`src/rtl/pipe_calc.sv`:
```
// ---------------------------------------------------------------------------
// pipe_calc -- single-stage signed add/subtract/abs unit with an accumulator.
//
// A request (op, acc_sel, a, b) is accepted when in_valid && in_ready. The
// result is registered into a one-entry output stage one cycle later. The
// same result, after wrap or saturation, is also written into the
// accumulator. When acc_sel=1, the accumulator replaces operand A, so
// back-to-back accumulation runs at full rate.
//
// Parameters
//   W    operand/result width (signed two's complement, 4..64)
//   SAT  0 = wrap on overflow, 1 = saturate on overflow
//
// Ports
//   clk, rst_n      clock, asynchronous active-low reset
//   in_valid/ready  request handshake (in_ready = !out_valid || out_ready)
//   op[2:0]         000 A+B, 001 A-B, 01x abs(B), 100 B+A, 101 B-A, 11x abs(A)
//   acc_sel         1 = use accumulator as operand A
//   a, b            signed operands
//   out_valid/ready result handshake
//   r, ovf          result and its overflow flag
//   ovf_sticky      OR of ovf over accepted requests since reset/clear
//   clr             synchronous clear of acc and ovf_sticky (wins over update)
//   acc             current accumulator value
// ---------------------------------------------------------------------------
module pipe_calc #(
    parameter int W   = 16,
    parameter int SAT = 0
) (
    input  logic                clk,
    input  logic                rst_n,
    input  logic                in_valid,
    output logic                in_ready,
    input  logic [2:0]          op,
    input  logic                acc_sel,
    input  logic signed [W-1:0] a,
    input  logic signed [W-1:0] b,
    output logic                out_valid,
    input  logic                out_ready,
    output logic signed [W-1:0] r,
    output logic                ovf,
    output logic                ovf_sticky,
    input  logic                clr,
    output logic signed [W-1:0] acc
);

    localparam logic [W-1:0] C_MAX = {1'b0, {(W-1){1'b1}}};
    localparam logic [W-1:0] C_MIN = {1'b1, {(W-1){1'b0}}};

    logic         r_out_valid;
    logic [W-1:0] r_r;
    logic         r_ovf;
    logic         r_ovf_sticky;
    logic [W-1:0] r_acc;

    logic         w_accept;
    logic [W-1:0] w_opa;
    logic [W-1:0] w_x;
    logic [W-1:0] w_y;
    logic [W-1:0] w_sum;
    logic [W-1:0] w_diff;
    logic [W-1:0] w_abs_in;
    logic [W-1:0] w_res_raw;
    logic [W-1:0] w_sat_val;
    logic         w_ovf;
    logic [W-1:0] w_res;

    assign in_ready = !r_out_valid || out_ready;
    assign w_accept = in_valid && in_ready;

    // op[2] swaps the operand order for add/subtract and picks A vs B for abs.
    assign w_opa    = acc_sel ? r_acc : a;
    assign w_x      = op[2] ? b : w_opa;
    assign w_y      = op[2] ? w_opa : b;
    assign w_sum    = w_x + w_y;
    assign w_diff   = w_x - w_y;
    assign w_abs_in = op[2] ? w_opa : b;

    always_comb begin
        w_res_raw = w_sum;
        w_ovf     = 1'b0;
        w_sat_val = C_MAX;
        if (op[1]) begin
            // abs: the only unrepresentable case is the most negative value,
            // whose negation wraps back onto itself.
            w_res_raw = w_abs_in[W-1] ? ({W{1'b0}} - w_abs_in) : w_abs_in;
            w_ovf     = (w_abs_in == C_MIN);
            w_sat_val = C_MAX;
        end else if (op[0]) begin
            w_res_raw = w_diff;
            w_ovf     = (w_x[W-1] != w_y[W-1]) && (w_diff[W-1] != w_x[W-1]);
            // Overflow direction follows the minuend's sign.
            w_sat_val = w_x[W-1] ? C_MIN : C_MAX;
        end else begin
            w_res_raw = w_sum;
            w_ovf     = (w_x[W-1] == w_y[W-1]) && (w_sum[W-1] != w_x[W-1]);
            w_sat_val = w_x[W-1] ? C_MIN : C_MAX;
        end
    end

    assign w_res = ((SAT != 0) && w_ovf) ? w_sat_val : w_res_raw;

    // Output stage: loads on accept, drains when the consumer takes it.
    always_ff @(posedge clk or negedge rst_n) begin
        if (!rst_n) begin
            r_out_valid <= 1'b0;
            r_r         <= '0;
            r_ovf       <= 1'b0;
        end else begin
            if (w_accept) begin
                r_out_valid <= 1'b1;
                r_r         <= w_res;
                r_ovf       <= w_ovf;
            end else if (out_ready) begin
                r_out_valid <= 1'b0;
            end
        end
    end

    // Accumulator and sticky flag; clr takes priority over an accepted request.
    always_ff @(posedge clk or negedge rst_n) begin
        if (!rst_n) begin
            r_acc        <= '0;
            r_ovf_sticky <= 1'b0;
        end else if (clr) begin
            r_acc        <= '0;
            r_ovf_sticky <= 1'b0;
        end else if (w_accept) begin
            r_acc <= w_res;
            if (w_ovf) begin
                r_ovf_sticky <= 1'b1;
            end
        end
    end

    assign out_valid  = r_out_valid;
    assign r          = r_r;
    assign ovf        = r_ovf;
    assign ovf_sticky = r_ovf_sticky;
    assign acc        = r_acc;

endmodule

```
`config.mk`:
```
export PLATFORM = sky130hd
export DESIGN_NAME = pipe_calc
export DESIGN_NICKNAME = d
export VERILOG_FILES = /design/src/rtl/pipe_calc.sv
export SDC_FILE = /design/constraint.sdc
export NUM_CORES = 1
export LEC_CHECK = 0
export CAP_MARGIN = 25
export CORE_MARGIN = 5
export CORE_UTILIZATION = 58
export DETAILED_ROUTE_END_ITERATION = 7
export MAX_ROUTING_LAYER = met4
export PLACE_DENSITY = 0.85
export SYNTH_ARGS = -nofsm -noshare
export SYNTH_HDL_FRONTEND = slang
export SYNTH_SLANG_ARGS = --single-unit
```
`constraint.sdc`:
```
create_clock -name clk -period 4.9 [get_ports clk]
set_input_delay 0.49 -clock clk [delete_from_list [all_inputs] [get_ports clk]]
set_output_delay 0.49 -clock clk [all_outputs]
set_load 0.01 [all_outputs]
```
# [After elaboration in Yosys (flattened, before gate mapping)]
# Index checks and enable logic that the tools add are counted.
[word_totals] reg_bits=35 latchBits=0 ramBits=0 rom_bits=0 in_bits=41 mem_count=0
[classes] n_addsub=3 n_mul=0 div=0 order_cmp=0 eq_ne=5 shifts=0 mux=15 bitwise_logic=0 n_reduce_logical=9
[op_table] cell="16-bit 2-to-1 mux" count=8
[op_table] cell="16-bit adder" count=1
[op_table] cell="16-bit == test, second input constant" count=1
[op_table] cell="1-bit by 16-bit subtractor with 16-bit output, first input constant" count=1
[op_table] cell="16-bit subtractor" count=1
[op_table] cell="1-bit 2-to-1 mux" count=7
[op_table] cell="2-bit nonzero test" count=3
[op_table] cell="1-bit logical AND" count=3
[op_table] cell="1-bit != test" count=3
[op_table] cell="2-bit AND reduction" count=1
[op_table] cell="1-bit == test" count=1
[op_table] cell="1-bit logical NOT" count=1
[op_table] cell="1-bit logical OR" count=1

# [Longest topological paths before layout]
[depth] word_depth=10 depth_mapped=17 ltp_nobuf=14

# [Worst setup path after synthesis]
# OpenSTA, ideal clock, no wires.
[synth_timing] path_kind="input -> register" from="input op[2]" to="register r_acc[15], in the netlist acc[15]" setup_ns=0.099 arrival_time_ns=4.295 required_ns=4.801 path_slack_ns=0.506 cell_stages=14 path_buffers=4 cell_sequence="buf_4 > buf_2 > clkbuf_1 > buf_1 > mux2i_1 > inv_1 > ha_1 > nand2b_4 > a2111oi_4 > o21ai_2 > a2111oi_4 > nor3_1 > or4b_1 > a311oi_1"
[synth_between] elab_chain_len=6 elab_cells_between_ends=10 cone_classes="add/sub (3); mux (7)"
[synth_rtl] item="start, declared" line="34" text="input logic [2:0] op,"
[synth_rtl] item="16-bit 2-to-1 mux (on tied branches)" line="73, 74, 77"
[synth_rtl] item="16-bit adder (tied with other cells)" line="75" text="assign w_sum = w_x + w_y;"
[synth_rtl] item="16-bit 2-to-1 mux (on tied branches)" line="89, 86"
[synth_rtl] item="16-bit 2-to-1 mux *" line="83" text="if (op[1]) begin"
[synth_rtl] item="16-bit 2-to-1 mux *" line="128" text="end else if (w_accept) begin"
[synth_rtl] item="16-bit 2-to-1 mux *" line="125" text="end else if (clr) begin"
[synth_rtl] item="end signal, assigned" line="129" text="r_acc <= w_res;"
[synth_rtl] item="end, declared" line="54" text="logic [W-1:0] r_acc;"
# Every way passes the cells marked *; elsewhere a longest branch is shown, timed or not. The select of a mux whose other input is x is not followed.
# A chain may end at the register's enable or synchronous reset.

# [Worst setup path after layout]
[layout_timing] from="input acc_sel" to="register r_acc[13], in the netlist acc[13]"
[layout_between] elab_chain_len=7 elab_cells_between_ends=11 cone_classes="add/sub (3); mux (8)"
[layout_rtl] item="start, declared" line="35" text="input logic acc_sel,"
[layout_rtl] item="16-bit 2-to-1 mux *" line="72" text="assign w_opa = acc_sel ? r_acc : a;"
[layout_rtl] item="16-bit 2-to-1 mux (on tied branches)" line="73, 74, 77"
[layout_rtl] item="16-bit adder (tied with other cells)" line="75"
[layout_rtl] item="16-bit 2-to-1 mux (on tied branches)" line="89, 86"
[layout_rtl] item="16-bit 2-to-1 mux *" line="83"
[layout_rtl] item="16-bit 2-to-1 mux *" line="128"
[layout_rtl] item="16-bit 2-to-1 mux *" line="125"
# Marks and branches as above.

==> impl_metrics.prom <==
# TYPE chip_impl_metric gauge
chip_impl_metric{name="setup_total_negative_slack",unit="ps"} 0
chip_impl_info{name="mostFrequentLayoutCell",value="sky130_fd_sc_hd__clkdlybuf4s50_1"} 1
chip_impl_metric{name="detailedRoute.firstPassIterationCount",unit=""} 5
chip_impl_metric{name="insertion_delay",unit="ps"} 280
chip_impl_info{name="critical_path.endpoint",value="acc[13]"} 1
chip_impl_info{name="hp-class",value="flop to flop"} 1
chip_impl_metric{name="synth_edf_count",unit=""} 0
chip_impl_metric{name="post_drt_via_cell_ratio",unit=""} 6.180
chip_impl_metric{name="setup_repair_bufs_after_cts",unit=""} 0
chip_impl_metric{name="vdd.ir_drop.worst",unit="mV"} 0.1328
chip_impl_metric{name="postCtsHoldBufs",unit=""} 0
chip_impl_metric{name="finalWeightedCongestion",unit=""} 0.9177
chip_impl_metric{name="diodes",unit=""} 0
chip_impl_metric{name="yosys.area.top_type_share",unit=""} 0.2166
chip_impl_metric{name="max_clock_freq",unit="MHz"} 228.3
chip_impl_metric{name="timing_max_transition_violations_final",unit=""} 0
chip_impl_metric{name="met3WireLength",unit="µm"} 901
chip_impl_info{name="synth.top_cells.by_area",value="sky130_fd_sc_hd__dfrtp_1, sky130_fd_sc_hd__ha_1, sky130_fd_sc_hd__mux2_2"} 1
chip_impl_info{name="grt_setup_unrepaired",value="no"} 1
chip_impl_metric{name="grt_pass1_vias",unit=""} 3709
chip_impl_metric{name="cts_buffers",unit=""} 5
chip_impl_metric{name="h-tree-depth",unit=""} 2
chip_impl_metric{name="via_count",unit=""} 3924
chip_impl_info{name="r2r-end",value="acc[13]"} 1
chip_impl_metric{name="initialDrtViolationCount",unit=""} 304
chip_impl_metric{name="power-per-cell-area",unit="nW/µm²"} 273.3
chip_impl_metric{name="worst_path_required",unit="ps"} 5030
chip_impl_metric{name="die_h",unit="µm"} 93.50
chip_impl_metric{name="pin_count_of_the_biggest_net_entering_global_routing",unit=""} 36
chip_impl_info{name="layout_common_cells",value="sky130_fd_sc_hd__clkdlybuf4s50_1, sky130_fd_sc_hd__nor2_1, sky130_fd_sc_hd__a21oi_1, sky130_fd_sc_hd__dfrtp_1, sky130_fd_sc_hd__inv_1"} 1
chip_impl_metric{name="io_pins",unit=""} 77
chip_impl_metric{name="ys_seq_elements",unit=""} 35
chip_impl_metric{name="timing.clock.skew",unit="ps"} 4.913
chip_impl_metric{name="grt_util_all_layers",unit=""} 0.2792
chip_impl_metric{name="floorplan.rows",unit=""} 30
chip_impl_info{name="timing.setup.critical_path_class",value="input port to flop"} 1
chip_impl_metric{name="final_min_period_over_clock_period",unit=""} 0.8937
chip_impl_metric{name="finalSetupViolations",unit=""} 0
chip_impl_metric{name="dp_hpwl",unit="µm"} 9272
chip_impl_metric{name="post_synthesis_instance_area",unit="µm²"} 4044
chip_impl_metric{name="clockBufferDepth",unit=""} 2
chip_impl_metric{name="post_route_cells_drive_above_1_share",unit=""} 0.1206
chip_impl_metric{name="grt-ovfl-total",unit=""} 0
chip_impl_info{name="yosys.area.top_type",value="sky130_fd_sc_hd__dfrtp_1"} 1
chip_impl_metric{name="clkSlewWorstSetupHoldPaths",unit="ps"} 70
chip_impl_info{name="status",value="finished, final reports clean"} 1
chip_impl_metric{name="cts_resized",unit=""} 0
chip_impl_metric{name="timing_worst_slew_pin_value",unit="ps"} 786.9
chip_impl_metric{name="remaining_drc_errors",unit=""} 0
chip_impl_metric{name="timing.reg2reg.setup_slack",unit="ps"} 1100
chip_impl_metric{name="postLayoutCellArea",unit="µm²"} 4923
chip_impl_metric{name="die_w",unit="µm"} 93.50
chip_impl_metric{name="postSynthCellCount",unit=""} 479
chip_impl_metric{name="drt-met1-wl",unit="µm"} 5396
chip_impl_metric{name="clkSinkCount",unit=""} 35
chip_impl_metric{name="timing.max_slew.rel_slack",unit=""} 0.4742
chip_impl_metric{name="syn-num-nets",unit=""} 553
chip_impl_metric{name="initial_core_util",unit=""} 0.5952
chip_impl_metric{name="async_reset_ff_frac",unit=""} 1.000
chip_impl_metric{name="worst-r2r-cell-count",unit=""} 11
chip_impl_metric{name="core_area",unit="µm²"} 6794
chip_impl_metric{name="syn_area_per_cell",unit="µm²"} 8.442
chip_impl_metric{name="floorplan_die_area",unit="µm²"} 8742
chip_impl_metric{name="post-route-min-period",unit="ps"} 4379
chip_impl_info{name="postSynth.topFlopCell",value="sky130_fd_sc_hd__dfrtp_1"} 1
chip_impl_metric{name="max_cap_violations",unit=""} 0
chip_impl_metric{name="grt_antenna_before_repair",unit=""} 0
chip_impl_info{name="clock-root-buffer",value="sky130_fd_sc_hd__clkbuf_8"} 1
chip_impl_info{name="top_layer_used",value="met4"} 1
chip_impl_metric{name="hold_viol_final",unit=""} 0
chip_impl_metric{name="wire_per_inst",unit="µm"} 18.61
chip_impl_metric{name="cp_data_arrival_time",unit="ps"} 4510
chip_impl_metric{name="ys_warn_count",unit=""} 0
chip_impl_metric{name="routed_wirelength",unit="µm"} 11820
chip_impl_metric{name="path_max_fanout",unit=""} 8
chip_impl_metric{name="grt_first_pass_wirelength",unit="µm"} 18860
chip_impl_metric{name="synth.yosys.seq_area_share",unit=""} 0.2166
chip_impl_metric{name="nets",unit=""} 613
chip_impl_info{name="r2r_start",value="acc[4]"} 1
chip_impl_info{name="cts_tree",value="done"} 1
chip_impl_metric{name="dr_wl_met2",unit="µm"} 5345
chip_impl_metric{name="antenna_violating_nets_post_route",unit=""} 0
chip_impl_metric{name="synth.distinct_cells",unit=""} 74
chip_impl_info{name="critical_path.startpoint",value="acc_sel"} 1
chip_impl_info{name="critPathLaunchType",value="input port"} 1
chip_impl_metric{name="leakage_power_figure",unit="µW"} 0.002127
chip_impl_metric{name="syn_to_final_growth",unit="%"} 21.75
chip_impl_info{name="crit_path_end_kind",value="flop"} 1
chip_impl_metric{name="detailed_place.area",unit="µm²"} 4836
chip_impl_metric{name="number_of_buffers_added_on_ports",unit=""} 76
-- cell families after synthesis --
group	share of synthesized area
fa+ha+maj	0.1058
compound gates	0.2460
buf+inv	0.06900
simple gates	0.1627
xor+xnor	0.05198
flops	0.2166
mux	0.1479
-- power breakdown --
part	switching (µW)	total [µW]	internal, µW
logic	423	769	347
clock network	97.0	207	110
registers	31.1	369	338
total	551	1350	795
-- layer usage --
metal	up-vias	track usage
met1	1887	0.3912
met4	0	0.06716
met5	-	-
met3	17	0.03298
li1	1839	-
met2	181	0.4318
-- worst min-delay path by stage --
| stage | to | slack (ps) | depth (start not counted) | startpoint |
|---|---|---|---|---|
| after floorplan | acc[0] | 190 | 0 | rst_n |
| after global placement | r[2] | 460 | 1 | r[2] |
| after detailed placement | r[1] | 470 | 1 | r[1] |
| after CTS | r[1] | 480 | 1 | r[1] |
| after global routing | r[4] | 510 | 1 | r[4] |
| final | r[1] | 480 | 1 | r[1] |
-- synthesized netlist by cell type, drive strengths merged, types with 3 or more instances --
master	instances
a211oi	12
and2	4
or3	3
mux2	28
a21oi	36
o21a	4
inv	36
nand3b	3
nor4	4
xor2	3
xnor2	21
a21o	13
a31oi	7
o31ai	10
o21ai	20
a221oi	3
ha	31
clkbuf	20
nand2b	8
mux2i	22
nor2	44
buf	11
nand4	6
nand2	30
dfrtp	35
nor3	11
o211ai	7
nand3	6
-- metrics by stage --
step,power [µW],hold slack [ps],instances,worst slack (ps),utilization
after floorplan,862.9,194.4,479,505.6,-
after global placement,1111,459.8,628,456.0,0.7118
after CTS,1334,481.5,635,639.0,0.7247
after detailed placement,1127,467.3,628,338.4,0.7118
final,1346,476.9,635,520.6,0.7247
after global routing,1429,507.9,635,350.2,0.7247
-- area by class of cell --
class	instances	area [µm²]
fill	528	1871
clock inverter	1	5.005
tap	96	120.1
multi-input combinational	377	2889
sequential	35	875.8
inverter	36	135.1
timing repair buffer	84	815.8
clock buffer	6	82.58
-- flip-flops by register name (all words and copies together), names as in the netlist --
signal,cells
acc,16
ovf_sticky,1
out_valid,1
ovf,1
r,16
-- worst max-delay path: stages --
cell                              delay, ps
sky130_fd_sc_hd__clkdlybuf4s50_1        680
sky130_fd_sc_hd__mux2_2                 410
sky130_fd_sc_hd__mux2i_1                270
sky130_fd_sc_hd__inv_1                  160
sky130_fd_sc_hd__ha_1                   350
sky130_fd_sc_hd__nor2b_1                160
sky130_fd_sc_hd__o2111ai_1              360
sky130_fd_sc_hd__a21oi_1                150
sky130_fd_sc_hd__or3_1                  370
sky130_fd_sc_hd__a2bb2oi_1              180
sky130_fd_sc_hd__mux2_2                 370
sky130_fd_sc_hd__a211oi_1               410
sky130_fd_sc_hd__a21oi_1                130
Power figures use the tool's default switching activity.
